===== config.mk =====
export PLATFORM = sky130hd
export DESIGN_NAME = wb_arbiter
export DESIGN_NICKNAME = d
export VERILOG_FILES = /design/src/rtl/wb_arbiter_pkg.sv /design/src/rtl/wb_hold_buf.sv /design/src/rtl/wb_arbiter.sv
export SDC_FILE = /design/constraint.sdc
export NUM_CORES = 1
export LEC_CHECK = 0
export BUFFER_PORTS_ARGS = -buffer_cell sky130_fd_sc_hd__buf_2
export CAP_MARGIN = 20
export CORE_ASPECT_RATIO = 1.25
export CORE_MARGIN = 2
export CORE_UTILIZATION = 55
export CTS_CLUSTER_SIZE = 30
export DETAILED_ROUTE_END_ITERATION = 8
export PLACE_DENSITY = 0.8
export SYNTH_ARGS = -nofsm -noshare
export SYNTH_HDL_FRONTEND = slang
export SYNTH_SLANG_ARGS = --single-unit
export TNS_END_PERCENT = 20

===== constraint.sdc =====
create_clock -name clk -period 5.58 [get_ports clk]
set_clock_uncertainty 0.15 [all_clocks]
set_input_delay 0.279 -clock clk [delete_from_list [all_inputs] [get_ports clk]]
set_output_delay 0.279 -clock clk [all_outputs]
set_load 0.005 [all_outputs]

===== src/rtl/wb_arbiter_pkg.sv =====
// ============================================================================
// Module   : wb_arbiter_pkg
// Brief    : Shared types and constants for the write-back arbiter.
// Revision : 1.0 - initial release
// ============================================================================
`default_nettype none

package wb_arbiter_pkg;

    localparam int XLEN         = 32;
    localparam int WB_TAG_WIDTH = 8;
    localparam int N_WB_SRC     = 4;

    localparam int WB_SRC_ALU = 0;
    localparam int WB_SRC_LSU = 1;
    localparam int WB_SRC_MUL = 2;
    localparam int WB_SRC_DIV = 3;

    typedef struct packed {
        logic [4:0]              rd_addr;
        logic [XLEN-1:0]         data;
        logic [WB_TAG_WIDTH-1:0] tag;
    } wb_req_t;

endpackage

`default_nettype wire


===== src/rtl/wb_hold_buf.sv =====
// ============================================================================
// Module   : wb_hold_buf
// Brief    : One-entry result holding buffer with load, drain and flush.
// Revision : 1.0 - initial release
// ============================================================================
`default_nettype none

module wb_hold_buf #(
    parameter int W = 8
) (
    input  logic         clk,
    input  logic         rstn,
    input  logic         i_flush,
    input  logic         i_load,
    input  logic         i_drain,
    input  logic [W-1:0] i_data,
    output logic         o_valid,
    output logic [W-1:0] o_data
);

    logic         r_valid;
    logic [W-1:0] r_data;

    // Flush wins over a same-cycle load so a result accepted while flushing is dropped.
    always_ff @(posedge clk or negedge rstn) begin
        if (!rstn) begin
            r_valid <= 1'b0;
        end else if (i_flush) begin
            r_valid <= 1'b0;
        end else if (i_load) begin
            r_valid <= 1'b1;
        end else if (i_drain) begin
            r_valid <= 1'b0;
        end
    end

    always_ff @(posedge clk or negedge rstn) begin
        if (!rstn) begin
            r_data <= '0;
        end else if (i_load) begin
            r_data <= i_data;
        end
    end

    assign o_valid = r_valid;
    assign o_data  = r_data;

endmodule

`default_nettype wire


===== src/rtl/wb_arbiter.sv =====
// ============================================================================
// Module   : wb_arbiter
// Brief    : Schedules the register-file write port among ALU/LSU/MUL/DIV.
//            Optional macro WB_ARB_RR_EN: round-robin among LSU/MUL/DIV.
// Revision : 1.0 - initial release
// ============================================================================
`default_nettype none

module wb_arbiter
    import wb_arbiter_pkg::*;
#(
    parameter int N_SRC     = N_WB_SRC,
    parameter int TAG_WIDTH = WB_TAG_WIDTH
) (
    input  logic                            clk,
    input  logic                            rstn,
    input  logic                            pipe_flush,
    input  logic [N_SRC-1:0]                req_valid,
    output logic [N_SRC-1:0]                req_ready,
    input  logic [N_SRC-1:0][4:0]           req_rd_addr,
    input  logic [N_SRC-1:0][XLEN-1:0]      req_data,
    input  logic [N_SRC-1:0][TAG_WIDTH-1:0] req_tag,
    output logic                            exu_wb_rd_wr_en,
    output logic [4:0]                      exu_wb_rd_addr,
    output logic [XLEN-1:0]                 exu_wb_data,
    output logic [N_SRC-1:0]                wb_pending
);

    localparam int ENTRY_W = 5 + XLEN + TAG_WIDTH;

    logic [N_SRC-1:0]                w_buf_valid;
    logic [N_SRC-1:0]                w_unmasked;
    logic [N_SRC-1:0]                w_elig;
    logic [N_SRC-1:0]                w_grant;
    logic [N_SRC-1:0][4:0]           w_rd;
    logic [N_SRC-1:0][XLEN-1:0]      w_data;
    logic [N_SRC-1:0][TAG_WIDTH-1:0] w_tag;
    logic [TAG_WIDTH-1:0]            w_age_diff;
    logic                            w_found;
    logic [4:0]                      w_sel_rd;
    logic [XLEN-1:0]                 w_sel_data;

    logic                            r_wr_en;
    logic [4:0]                      r_rd_addr;
    logic [XLEN-1:0]                 r_data;

    generate
        for (genvar i = 0; i < N_SRC; i++) begin : g_buf
            logic [ENTRY_W-1:0] w_entry;

            wb_hold_buf #(.W(ENTRY_W)) u_hold_buf (
                .clk     (clk),
                .rstn    (rstn),
                .i_flush (pipe_flush),
                .i_load  (req_valid[i] & req_ready[i]),
                .i_drain (w_grant[i]),
                .i_data  ({req_rd_addr[i], req_data[i], req_tag[i]}),
                .o_valid (w_buf_valid[i]),
                .o_data  (w_entry)
            );

            assign {w_rd[i], w_data[i], w_tag[i]} = w_entry;
        end
    endgenerate

    assign req_ready  = ~w_buf_valid | w_grant;
    assign wb_pending = w_buf_valid;

    // Hold back any entry that has an older pending write to the same rd (WAW order).
    always_comb begin
        w_unmasked = w_buf_valid;
        w_age_diff = '0;
        for (int i = 0; i < N_SRC; i++) begin
            for (int j = 0; j < N_SRC; j++) begin
                if ((i != j) && w_buf_valid[i] && w_buf_valid[j] && (w_rd[i] == w_rd[j])) begin
                    w_age_diff = w_tag[j] - w_tag[i];
                    if (w_age_diff[TAG_WIDTH-1]) begin
                        w_unmasked[i] = 1'b0;
                    end
                end
            end
        end
        w_elig = (|w_unmasked) ? w_unmasked : w_buf_valid;
    end

`ifdef WB_ARB_RR_EN
    localparam int PTR_W = $clog2(N_SRC);

    logic [PTR_W-1:0] r_rr_ptr;
    logic [PTR_W-1:0] w_next_ptr;

    // ALU is absolute; the rest are searched from r_rr_ptr upward, then wrap to LSU.
    always_comb begin
        w_grant    = '0;
        w_found    = 1'b0;
        w_next_ptr = r_rr_ptr;
        if (w_elig[WB_SRC_ALU]) begin
            w_grant[WB_SRC_ALU] = 1'b1;
            w_found             = 1'b1;
        end
        for (int j = 1; j < N_SRC; j++) begin
            if (!w_found && w_elig[j] && (j >= int'(r_rr_ptr))) begin
                w_grant[j] = 1'b1;
                w_found    = 1'b1;
                w_next_ptr = (j == N_SRC - 1) ? PTR_W'(WB_SRC_LSU) : PTR_W'(j + 1);
            end
        end
        for (int j = 1; j < N_SRC; j++) begin
            if (!w_found && w_elig[j] && (j < int'(r_rr_ptr))) begin
                w_grant[j] = 1'b1;
                w_found    = 1'b1;
                w_next_ptr = (j == N_SRC - 1) ? PTR_W'(WB_SRC_LSU) : PTR_W'(j + 1);
            end
        end
    end

    always_ff @(posedge clk or negedge rstn) begin
        if (!rstn) begin
            r_rr_ptr <= PTR_W'(WB_SRC_LSU);
        end else if ((|w_grant) && !w_grant[WB_SRC_ALU]) begin
            r_rr_ptr <= w_next_ptr;
        end
    end
`else
    always_comb begin
        w_grant = '0;
        w_found = 1'b0;
        for (int j = 0; j < N_SRC; j++) begin
            if (!w_found && w_elig[j]) begin
                w_grant[j] = 1'b1;
                w_found    = 1'b1;
            end
        end
    end
`endif

    always_comb begin
        w_sel_rd   = '0;
        w_sel_data = '0;
        for (int j = 0; j < N_SRC; j++) begin
            if (w_grant[j]) begin
                w_sel_rd   = w_rd[j];
                w_sel_data = w_data[j];
            end
        end
    end

    // x0 results still drain; only the write strobe is suppressed.
    always_ff @(posedge clk or negedge rstn) begin
        if (!rstn) begin
            r_wr_en   <= 1'b0;
            r_rd_addr <= '0;
            r_data    <= '0;
        end else begin
            r_wr_en <= (|w_grant) && !pipe_flush && (w_sel_rd != 5'd0);
            if ((|w_grant) && !pipe_flush) begin
                r_rd_addr <= w_sel_rd;
                r_data    <= w_sel_data;
            end
        end
    end

    assign exu_wb_rd_wr_en = r_wr_en;
    assign exu_wb_rd_addr  = r_rd_addr;
    assign exu_wb_data     = r_data;

endmodule

`default_nettype wire

==> impl_metrics.yaml <==
cts:
  cts_buffers: 23
  cts_setup_buffers: 0
  clk_latency_ns: 0.52
  cts-root-buf: "clkbuf_16"
  htreeDepth: 1
  cts-resized-gates: 0
  cts_tree: "built"
  cts_sinks: 222
  cts.clk_slew.worst_paths_ns: 0.06
  clk_path_buf_depth: 3
  cts-hold-fix-buffers: 189
die:
  ios: 233
  die-area_um2: 21800
  rows: 58
  core_area_um2: 20170
  initial_utilization_pct: 56.23
  die_y_um: 164.6
  die_x_um: 132.5
sta:
  finalCriticalPeriod_ns: 4.776
  period_share_pct: 85.58
  max-slew-margin-rel_pct: 28.45
  fmax_mhz: 209.4
  worst_pin_slew_ns: 1.073
  fin_hold_ws_ns: 0.2324
  setup_violations: 0
  rsz0062_at_grt: "no"
  finalHoldViolations: 0
  drv_slew: 0
  fin_tns_setup_ns: 0
critical_path:
  path_class: "register to register"
  reg2reg_slack_ns: 0.80
  startpoint_type: "register"
  path_cells: "inv_1, ha_1, nand4_1, o311ai_0, mux2_2, or4_4, o32ai_4, nand2b_4, and2_2, buf_4, mux2_1"
  r2r_start: "g_buf[0].u_hold_buf.o_data[4]"
  ff2ff_path_depth: 11
  crit_family: "simple AND/OR/NAND/NOR gates"
  worst_path_largest_cell_delay_ns: 0.61
  crit_path_end_kind: "register"
  cp_slowest_cell: "o32ai_4"
  critPathMaxFanout: 27
  reg2reg_to: "g_buf[1].u_hold_buf.o_data[10]"
  cp_num_buf_inv: 2
  critPathRequiredTime_ns: 5.81
  crit_arrival_ns: 5.01
synthesis:
  synthArstFlopShare_pct: 100.0
  yosysMostFrequentCell: "dfrtp_1"
  synth_top_cell_area_share_pct: 48.97
  synth_ff_type: "dfrtp_1"
  syn_inst: 932
  synth.top_cells.by_area: "dfrtp_1 49%, mux2_2 9.2%, mux2_1 8.3%"
  synth_cell_type_count: 58
  yosysSeqAreaShare_pct: 48.97
  syn_nets: 1191
  synth_top_cell_by_area: "dfrtp_1"
  synth_common_cells: "222 x dfrtp_1, 93 x mux2_2, 84 x mux2_1, 72 x ha_1, 61 x nor2_1"
  ys_warn_count: 0
  synth.avg_cell_area_um2: 12.17
  ys_seq_elements: 222
  syn_area_um2: 11340
  synth_edf_count: 0
layout:
  nets: 1599
  fillers: 1267
  register_area_um2: 5555
  multiInputGateArea_um2: 5415
  drive_above_1_share_pct: 28.59
  syn2layout_area_growth_pct: 35.29
placement:
  io_buffers: 232
  dp_hpwl_um: 21770
  gp_congestion: 0.9051
global_route:
  grt_pass1_vias: 10710
  grt_overflow_total: 0
  antenna_found_initial: 2
  grt_pass1_wl_um: 57560
  grt_usage_pct: 34.09
  grt_max_degree: 111
route:
  wl_per_cell_um: 22.79
  drcViolationCount: 0
  wl_met3_um: 2777
  firstDrtPassIters: 7
  ant_nets: 0
  finalWirelength_um: 37170
  met1_length_um: 13430
  drt_iter0_drc: 729
  met2_length_um: 19170
  vias_per_cell: 5.924
  highest-signal-layer: "met4"
  num_vias: 9662
run_status:
  status: "finished clean"
pwr:
  power.density_nw_per_um2: 328.0
  total_power_uw: 5034
  leakagePower_uw: 0.007011
  vdd_drop_max_mv: 0.2933
min_path:
  min_path_type: "primary input to asynchronous set/reset pin"
run:
  cap_viol_max_count: 0
## metal layers
layer,vias to the layer above,track usage [%]
met5,-,0
met4,0,17.01
met3,137,7.152
met2,514,61.02
met1,4791,38.80
li1,4220,-
## final cells by class
cell class                 count  area share, %
inverter                      33         0.8070
tap                          270          2.201
timing repair buffer         432          20.49
sequential                   222          36.19
clock inverter                 9         0.7011
multi-input combinational    628          35.28
antenna                        4        0.06522
clock buffer                  33          4.255
## registers in the layout, summed over array words and instances, names as in the netlist
name,flops
g_buf.u_hold_buf.o_data,180
exu_wb_data,32
exu_wb_rd_addr,5
g_buf.u_hold_buf.o_valid,4
exu_wb_rd_wr_en,1
## per-stage QoR
step | util (%) | cells | area [um2] | setup slack (ns)
after detailed placement | 62.88 | 1396 | 12690 | 0.9368
after global routing | 76.05 | 1629 | 15340 | 0.6617
after floorplan | - | 932 | 11340 | 2.086
after global placement | 62.88 | 1396 | 12690 | 1.018
after CTS | 76.03 | 1627 | 15340 | 0.9173
final | 76.08 | 1631 | 15350 | 0.8044
## cells by family (layout without fill, tap and decap cells)
family / after synthesis / in the layout / synth area share (%)
flops: 222 / 222 / 48.97
mux: 186 / 186 / 18.36
simple gates: 179 / 179 / 8.051
compound gates: 154 / 154 / 10.26
buf+inv: 82 / 507 / 3.562
fa+ha+maj: 72 / 72 / 7.941
xor+xnor: 37 / 37 / 2.857
other cells: 0 / 4 / 0
## how the worst max path moves through the flow
stage                                              from                             end  slack (ns)  cells past startpoint
final                     g_buf[0].u_hold_buf.o_data[4]  g_buf[1].u_hold_buf.o_data[10]        0.80                     11
after global routing      g_buf[0].u_hold_buf.o_data[6]  g_buf[1].u_hold_buf.o_data[10]        0.66                     11
after CTS                 g_buf[0].u_hold_buf.o_data[4]  g_buf[1].u_hold_buf.o_data[19]        0.92                     11
after detailed placement  g_buf[0].u_hold_buf.o_data[6]  g_buf[1].u_hold_buf.o_data[19]        0.94                     11
after global placement    g_buf[0].u_hold_buf.o_data[5]  g_buf[1].u_hold_buf.o_data[20]        1.02                     11
after floorplan           g_buf[0].u_hold_buf.o_data[6]   g_buf[1].u_hold_buf.o_data[0]        2.09                     12
## power breakdown
part	leakage (uW)	switching (uW)	internal, uW
combinational	0.00405	666	642
sequential	0.00259	262	1890
clock	0.000368	667	910
## layout by cell type, fill, tap and decap left out, types with 6 or more instances in the layout
cell           instances
o21ai_0                9
a222oi_1              32
dlygate4sd3_1        189
clkbuf_16             23
buf_4                 11
inv_1                 33
xor2_1                25
a211oi_1              13
nand3_1               10
nor2_1                61
dfrtp_1              222
xnor2_1               12
nand2b_1              14
a211o_1                8
mux2i_1                9
mux2_1                84
mux2_2                93
nand4_1                7
nand2_1               52
clkbuf_1               6
buf_2                231
a21oi_1               24
ha_1                  72
o21ai_1                6
a31oi_1               33
Power figures use the tool's default switching activity.
